[src/rtl/pu_msp430_ram_pkg.sv]
// Shared types and decode helpers for the MSP430 data-RAM arbiter.
// Keeps owner tags, the read-enable code and byte-to-word decode in one place.
package pu_msp430_ram_pkg;

    localparam int unsigned ADDR_W = 16;
    localparam int unsigned DATA_W = 16;
    localparam int unsigned WE_W   = 2;

    localparam logic [WE_W-1:0] WE_READ = 2'b00;

    typedef enum logic [1:0] {
        OWN_NONE = 2'd0,
        OWN_CPU  = 2'd1,
        OWN_DMA  = 2'd2
    } owner_t;

    // Payload of whichever master wins the RAM port this cycle.
    typedef struct packed {
        logic [ADDR_W-1:0] addr;
        logic [WE_W-1:0]   we;
        logic [DATA_W-1:0] wdata;
    } mreq_t;

    // Byte offset of an address relative to the RAM window base.
    function automatic logic [ADDR_W-1:0] byte_off(input logic [ADDR_W-1:0] addr,
                                                   input logic [ADDR_W-1:0] base);
        return addr - base;
    endfunction

    // True when the address falls inside [base, base + size).
    function automatic logic in_range(input logic [ADDR_W-1:0] addr,
                                      input logic [ADDR_W-1:0] off,
                                      input logic [ADDR_W-1:0] base,
                                      input logic [ADDR_W:0]   size);
        return (addr >= base) && ({1'b0, off} < size);
    endfunction

endpackage

[src/rtl/pu_msp430_ram_arb_if.sv]
// Bus bundle between the CPU/DMA masters, the arbiter and the single-port data RAM.
// The slave modport is the arbiter's view; the master modport is the environment's view.
interface pu_msp430_ram_arb_if #(
    parameter int unsigned ADDR_MSB = 6
);
    import pu_msp430_ram_pkg::*;

    logic              cpu_req;
    logic [ADDR_W-1:0] cpu_addr;
    logic [WE_W-1:0]   cpu_we;
    logic [DATA_W-1:0] cpu_wdata;
    logic              cpu_gnt;
    logic              cpu_rvalid;
    logic [DATA_W-1:0] cpu_rdata;

    logic              dma_req;
    logic [ADDR_W-1:0] dma_addr;
    logic [WE_W-1:0]   dma_we;
    logic [DATA_W-1:0] dma_wdata;
    logic              dma_gnt;
    logic              dma_rvalid;
    logic [DATA_W-1:0] dma_rdata;

    logic              acc_err;

    logic [ADDR_MSB:0] ram_addr;
    logic              ram_cen;
    logic [WE_W-1:0]   ram_wen;
    logic [DATA_W-1:0] ram_din;
    logic [DATA_W-1:0] ram_dout;

    modport slave (
        input  cpu_req, cpu_addr, cpu_we, cpu_wdata,
        output cpu_gnt, cpu_rvalid, cpu_rdata,
        input  dma_req, dma_addr, dma_we, dma_wdata,
        output dma_gnt, dma_rvalid, dma_rdata,
        output acc_err,
        output ram_addr, ram_cen, ram_wen, ram_din,
        input  ram_dout
    );

    modport master (
        output cpu_req, cpu_addr, cpu_we, cpu_wdata,
        input  cpu_gnt, cpu_rvalid, cpu_rdata,
        output dma_req, dma_addr, dma_we, dma_wdata,
        input  dma_gnt, dma_rvalid, dma_rdata,
        input  acc_err,
        input  ram_addr, ram_cen, ram_wen, ram_din,
        output ram_dout
    );

endinterface

[src/rtl/pu_msp430_ram_arb_core.sv]
// Grant logic for the CPU/DMA RAM port: CPU normally wins, but a DMA request
// that has been stalled DMA_MAX_WAIT cycles is forced through.
module pu_msp430_ram_arb_core #(
    parameter int unsigned DMA_MAX_WAIT = 3
) (
    input  logic mclk,
    input  logic reset_n,
    input  logic cpu_req,
    input  logic dma_req,
    output logic cpu_gnt,
    output logic dma_gnt
);

    localparam int unsigned WCNT_W = (DMA_MAX_WAIT < 1) ? 1 : $clog2(DMA_MAX_WAIT + 1);
    localparam logic [WCNT_W-1:0] WCNT_MAX = WCNT_W'(DMA_MAX_WAIT);

    logic [WCNT_W-1:0] wait_cnt;
    logic [WCNT_W-1:0] wait_cnt_nxt;
    logic              dma_force;
    logic              dma_stall;

    // Grants are masked while in reset so nothing reaches the RAM.
    always_comb begin
        dma_force    = (wait_cnt == WCNT_MAX);
        dma_gnt      = reset_n & dma_req & (~cpu_req | dma_force);
        cpu_gnt      = reset_n & cpu_req & ~dma_gnt;
        dma_stall    = dma_req & ~dma_gnt;
        wait_cnt_nxt = '0;
        if (dma_stall) begin
            wait_cnt_nxt = dma_force ? wait_cnt : wait_cnt + WCNT_W'(1);
        end
    end

    always_ff @(posedge mclk or negedge reset_n) begin
        if (!reset_n) begin
            wait_cnt <= '0;
        end else begin
            wait_cnt <= wait_cnt_nxt;
        end
    end

endmodule

[src/rtl/pu_msp430_ram_arb.sv]
// Two-master arbiter and byte-to-word decoder in front of the single-port data RAM.
// Routes the one-cycle-latency read data back to whichever master issued the read.
module pu_msp430_ram_arb
    import pu_msp430_ram_pkg::*;
#(
    parameter int unsigned       ADDR_MSB     = 6,
    parameter int unsigned       MEM_SIZE     = 256,
    parameter logic [ADDR_W-1:0] RAM_BASE     = 16'h0200,
    parameter int unsigned       DMA_MAX_WAIT = 3
) (
    input  logic              mclk,
    input  logic              reset_n,
    pu_msp430_ram_arb_if.slave bus
);

    logic              cpu_gnt;
    logic              dma_gnt;
    logic              any_gnt;
    mreq_t             win;
    owner_t            win_owner;
    logic [ADDR_W-1:0] win_off;
    logic              win_in_range;
    logic              win_read;

    owner_t            rd_owner;
    logic              rd_in_range;
    logic              acc_err_q;
    logic              cpu_rvalid;
    logic              dma_rvalid;

    pu_msp430_ram_arb_core #(
        .DMA_MAX_WAIT (DMA_MAX_WAIT)
    ) u_core (
        .mclk    (mclk),
        .reset_n (reset_n),
        .cpu_req (bus.cpu_req),
        .dma_req (bus.dma_req),
        .cpu_gnt (cpu_gnt),
        .dma_gnt (dma_gnt)
    );

    // Winner select and decode; with no winner the CPU side shows through.
    always_comb begin
        any_gnt      = cpu_gnt | dma_gnt;
        win          = dma_gnt ? {bus.dma_addr, bus.dma_we, bus.dma_wdata}
                               : {bus.cpu_addr, bus.cpu_we, bus.cpu_wdata};
        win_owner    = OWN_NONE;
        if (dma_gnt) begin
            win_owner = OWN_DMA;
        end else if (cpu_gnt) begin
            win_owner = OWN_CPU;
        end
        win_off      = byte_off(win.addr, RAM_BASE);
        win_in_range = in_range(win.addr, win_off, RAM_BASE, (ADDR_W+1)'(MEM_SIZE));
        win_read     = any_gnt & (win.we == WE_READ);
    end

    assign bus.cpu_gnt  = cpu_gnt;
    assign bus.dma_gnt  = dma_gnt;
    assign bus.ram_cen  = ~(any_gnt & win_in_range);
    assign bus.ram_wen  = any_gnt ? ~win.we : 2'b11;
    assign bus.ram_addr = win_off[ADDR_MSB+1:1];
    assign bus.ram_din  = win.wdata;

    // Read-return pipeline: tag each read with its owner for the RAM's one-cycle latency.
    always_ff @(posedge mclk or negedge reset_n) begin
        if (!reset_n) begin
            rd_owner    <= OWN_NONE;
            rd_in_range <= 1'b0;
            acc_err_q   <= 1'b0;
        end else begin
            rd_owner    <= win_read ? win_owner : OWN_NONE;
            rd_in_range <= win_in_range;
            acc_err_q   <= any_gnt & ~win_in_range;
        end
    end

    assign cpu_rvalid     = (rd_owner == OWN_CPU);
    assign dma_rvalid     = (rd_owner == OWN_DMA);
    assign bus.cpu_rvalid = cpu_rvalid;
    assign bus.dma_rvalid = dma_rvalid;
    assign bus.acc_err    = acc_err_q;

    // Out-of-range reads return zero rather than whatever the idle RAM is holding.
    assign bus.cpu_rdata  = (cpu_rvalid && rd_in_range) ? bus.ram_dout : '0;
    assign bus.dma_rdata  = (dma_rvalid && rd_in_range) ? bus.ram_dout : '0;

endmodule

[src/flat_wrapper.sv]
// flat-port wrapper written by rule: the top's interface ports become plain ports
module pu_msp430_ram_arb_flat import pu_msp430_ram_pkg::*;
#(
    parameter int unsigned       ADDR_MSB     = 6,
    parameter int unsigned       MEM_SIZE     = 256,
    parameter logic [ADDR_W-1:0] RAM_BASE     = 16'h0200,
    parameter int unsigned       DMA_MAX_WAIT = 3
)
  (mclk, reset_n, bus_cpu_req, bus_cpu_addr, bus_cpu_we, bus_cpu_wdata, bus_cpu_gnt, bus_cpu_rvalid, bus_cpu_rdata, bus_dma_req, bus_dma_addr, bus_dma_we, bus_dma_wdata, bus_dma_gnt, bus_dma_rvalid, bus_dma_rdata, bus_acc_err, bus_ram_addr, bus_ram_cen, bus_ram_wen, bus_ram_din, bus_ram_dout);
  pu_msp430_ram_arb_if #(.ADDR_MSB(ADDR_MSB)) bus_i ();
  input  logic mclk;
  input  logic reset_n;
  input wire logic [$bits(bus_i.cpu_req)-1:0] bus_cpu_req;
  input wire logic [$bits(bus_i.cpu_addr)-1:0] bus_cpu_addr;
  input wire logic [$bits(bus_i.cpu_we)-1:0] bus_cpu_we;
  input wire logic [$bits(bus_i.cpu_wdata)-1:0] bus_cpu_wdata;
  output wire logic [$bits(bus_i.cpu_gnt)-1:0] bus_cpu_gnt;
  output wire logic [$bits(bus_i.cpu_rvalid)-1:0] bus_cpu_rvalid;
  output wire logic [$bits(bus_i.cpu_rdata)-1:0] bus_cpu_rdata;
  input wire logic [$bits(bus_i.dma_req)-1:0] bus_dma_req;
  input wire logic [$bits(bus_i.dma_addr)-1:0] bus_dma_addr;
  input wire logic [$bits(bus_i.dma_we)-1:0] bus_dma_we;
  input wire logic [$bits(bus_i.dma_wdata)-1:0] bus_dma_wdata;
  output wire logic [$bits(bus_i.dma_gnt)-1:0] bus_dma_gnt;
  output wire logic [$bits(bus_i.dma_rvalid)-1:0] bus_dma_rvalid;
  output wire logic [$bits(bus_i.dma_rdata)-1:0] bus_dma_rdata;
  output wire logic [$bits(bus_i.acc_err)-1:0] bus_acc_err;
  output wire logic [$bits(bus_i.ram_addr)-1:0] bus_ram_addr;
  output wire logic [$bits(bus_i.ram_cen)-1:0] bus_ram_cen;
  output wire logic [$bits(bus_i.ram_wen)-1:0] bus_ram_wen;
  output wire logic [$bits(bus_i.ram_din)-1:0] bus_ram_din;
  input wire logic [$bits(bus_i.ram_dout)-1:0] bus_ram_dout;
  assign bus_i.cpu_req = bus_cpu_req;
  assign bus_i.cpu_addr = bus_cpu_addr;
  assign bus_i.cpu_we = bus_cpu_we;
  assign bus_i.cpu_wdata = bus_cpu_wdata;
  assign bus_cpu_gnt = bus_i.cpu_gnt;
  assign bus_cpu_rvalid = bus_i.cpu_rvalid;
  assign bus_cpu_rdata = bus_i.cpu_rdata;
  assign bus_i.dma_req = bus_dma_req;
  assign bus_i.dma_addr = bus_dma_addr;
  assign bus_i.dma_we = bus_dma_we;
  assign bus_i.dma_wdata = bus_dma_wdata;
  assign bus_dma_gnt = bus_i.dma_gnt;
  assign bus_dma_rvalid = bus_i.dma_rvalid;
  assign bus_dma_rdata = bus_i.dma_rdata;
  assign bus_acc_err = bus_i.acc_err;
  assign bus_ram_addr = bus_i.ram_addr;
  assign bus_ram_cen = bus_i.ram_cen;
  assign bus_ram_wen = bus_i.ram_wen;
  assign bus_ram_din = bus_i.ram_din;
  assign bus_i.ram_dout = bus_ram_dout;
  pu_msp430_ram_arb #(.ADDR_MSB(ADDR_MSB), .MEM_SIZE(MEM_SIZE), .RAM_BASE(RAM_BASE), .DMA_MAX_WAIT(DMA_MAX_WAIT)) u_core (.mclk(mclk), .reset_n(reset_n), .bus(bus_i));
endmodule
[config.mk]
export PLATFORM = sky130hd
export DESIGN_NAME = pu_msp430_ram_arb_flat
export DESIGN_NICKNAME = d
export VERILOG_FILES = /design/src/rtl/pu_msp430_ram_pkg.sv /design/src/rtl/pu_msp430_ram_arb_if.sv /design/src/rtl/pu_msp430_ram_arb_core.sv /design/src/rtl/pu_msp430_ram_arb.sv /design/src/flat_wrapper.sv
export SDC_FILE = /design/constraint.sdc
export NUM_CORES = 1
export LEC_CHECK = 0
export CORE_MARGIN = 5
export CORE_UTILIZATION = 24
export CTS_CLUSTER_SIZE = 24
export DETAILED_ROUTE_END_ITERATION = 8
export PLACE_DENSITY_LB_ADDON = 0.25
export SYNTH_ARGS = -nofsm -noshare
export SYNTH_HDL_FRONTEND = slang
export SYNTH_SLANG_ARGS = --single-unit
[constraint.sdc]
create_clock -name mclk -period 6.45 [get_ports mclk]
set_input_delay 0.645 -clock mclk [delete_from_list [all_inputs] [get_ports mclk]]
set_output_delay 0.645 -clock mclk [all_outputs]
set_load 0.005 [all_outputs]
==> reports/results.ini <==
[run_status]
status=complete, no violations

[drt]
viasPerCell=4.54
wl_um=4720
first_pass_iters=4
wl_per_cell_um=13.7
drc=0
ant_nets=0
drt_iter0_drc=39
num_vias=1565

[yosys]
seq_area_frac_synth_pct=15.9
synth_top_cell_area_share_pct=30.3
ys_ff_latch=6
synth.area.mux_share_pct=3.19
syn_area_um2=942
synth-simple-area-share_pct=61.8
synth_compound_area_share_pct=7.57
syn_inst=156
ys_top_cells_by_area=nand2_1, and3_1, dfrtp_1, mux2i_1, buf_4
yosysTopAreaCell=nand2_1
synth_xor_area_share_pct=0.930
ys_warn_count=0
synth_top_family_by_area=simple AND/OR/NAND/NOR gates
synthAdderAreaFrac_pct=2.66
synth_cell_types=26
syn_nets=246
syn_area_per_cell_um2=6.04

[layout]
layout_commonest_cell=clkdlybuf4s50_1
drive_gt1_share_pct=2.69
area_growth_pct=162
layout.cells.non_filler=345
nFillCells=341
layout_common_cells=clkdlybuf4s50_1, nand2_1, and3_1
n_antenna_cell=0
layout.nets=389

[floorplanning]
core_um2=3740
initial_core_util_pct=25.2
die_y_um=72.7
die-area_um2=5280
io-pin-count=151
die_x_um=72.7
rows=22

[cts]
postCtsSetupBuffers=0
cts.htree.levels=1
cts_root_buf=clkbuf_8
cts_buffer_depth=2
clk_latency_ns=0.22
cts_tree=built
clock-sinks=6
cts_made_buffers=3
clkTransAtPathRegs_ns=0.03
cts_resized=0
cts-hold-fix-buffers=0

[place]
dp_worst_setup_slack_ns=2.22
dp.cells=342
io_buffer_count=148
gp_congestion=0.735
hpwl_um=4000

[critical_path]
crit_top_cell=clkdlybuf4s50_1
crit_path_top_delay_cell=clkdlybuf4s50_1
crit_type=in -> out
crit_required_ns=5.80
cp_data_arrival_time_ns=3.52
crit_path_start_kind=input pin
reg2reg_depth=9
cp-end-kind=output pin
crit_chain=clkdlybuf4s50_1 > o211ai_2 > inv_2 > mux2i_1 > ha_1 > nor4bb_1 > nand2_1 > a211oi_4 > o21bai_1 > clkdlybuf4s50_1
slowest_delay_ns=0.67
crit_fanout=29

[min_path]
hp-class=reg -> reg
whs_path_depth=2

[timing]
fin_hold_ws_ns=0.552
finalCritPeriodShare_pct=64.6
min_period_ns=4.16
timing.final.ws_setup_ns=2.29
hold_viol=0
tightest_slew_ns=0.870
fin_skew_ns=0.00342
report.final.slew_viol_count=0
setup_viol=0
fin_setup_tns_ns=0
slew_headroom_pct=41.9
rsz0062_at_grt=no
fmax_ghz=0.240

[grt]
grt_max_degree=33
antenna_found_initial=0
grt_pass1_vias=1489
overflow=0
grt.total_usage_pct=16.0
grt_pass1_wl_um=6760

[run]
drv_cap=0

[power]
power.density_nw_per_um2=85.6
vdd_drop_max_uv=46.3
power_leakage_nw=1.19
total_power_w=0.000211

==> final timing paths <==
kind / end / slack [ns] / start
worst min register to register: u_core.u_core.wait_cnt[1] / 0.55 / u_core.u_core.wait_cnt[1]
min in group asynchronous: u_core.bus.acc_err / 0.70 / reset_n
worst min-delay path: u_core.u_core.wait_cnt[1] / 0.55 / u_core.u_core.wait_cnt[1]
max in group asynchronous: u_core.rd_owner[1] / 5.50 / reset_n
worst max-delay path: bus_ram_cen / 2.29 / reset_n
worst max register to register: u_core.bus.acc_err / 3.95 / u_core.u_core.wait_cnt[0]
==> cells by family after synthesis <==
group	count (synthesis)
adders and majority gates	2
and+or+nand+nor	124
DFF	6
xor gates and xnor gates	1
muxes	3
AOI/OAI and AO/OA	7
buffers and inverters	13
==> report_power, final <==
| part | internal (W) | switching [W] |
|---|---|---|
| sequential | 0.0000403 | 0.00000140 |
| combinational | 0.0000791 | 0.0000355 |
| clock | 0.0000400 | 0.0000148 |
==> registers in the layout, summed over array words and instances, names as in the netlist <==
| register | cells |
|---|---|
| u_core.rd_in_range | 1 |
| u_core.bus.acc_err | 1 |
| u_core.u_core.wait_cnt | 2 |
| u_core.rd_owner | 2 |
==> metrics by stage <==
stage	cell area, µm²	util [%]
2_1_floorplan	942	-
3_3_place_gp	2420	64.7
3_5_place_dp	2420	64.7
4_1_cts	2460	65.8
5_1_grt	2460	65.8
6_report	2460	65.8
==> area by class of cell <==
class	instances	area, µm²	area share, %
tap	48	60.1	2.44
sequential	6	150	6.09
timing repair buffer	149	1490	60.4
inverter	2	7.51	0.305
clock buffer	3	41.3	1.68
multi-input combinational	137	717	29.1
==> metal layers <==
metal / global-route usage [%] / wire, µm / share of wire [%] / up-vias
met5: 0 / 0 / 0 / -
met4: 3.69 / 19 / 0.40 / 0
met3: 6.61 / 787 / 17 / 2
met2: 29.9 / 2290 / 49 / 105
met1: 16.4 / 1620 / 34 / 663
li1: - / - / - / 795
==> critical path: cells and delay by family <==
kind | cells | cell delay [ns]
adders and majority gates | 1 | 0.30
AOI/OAI and AO/OA | 3 | 0.50
buffers and inverters | 3 | 1.52
and+or+nand+nor | 2 | 0.40
muxes | 1 | 0.15
==> cell usage after synthesis <==
cell      count
nor3_1        4
clkbuf_1      3
o2111a_1      1
nor2_1        3
nor2b_1       2
buf_6         1
o21bai_1      1
nand2_1      76
inv_2         1
dfrtp_1       6
or2_2         1
a21o_1        2
xor2_1        1
or2_1         1
a211oi_4      1
and2_1        1
inv_1         1
nor4bb_1      2
o21ai_0       1
nor3b_1       1
mux2i_1       3
o211ai_2      1
buf_2         3
buf_4         4
ha_1          2
and3_1       33
(Power assumes the default switching activity.)
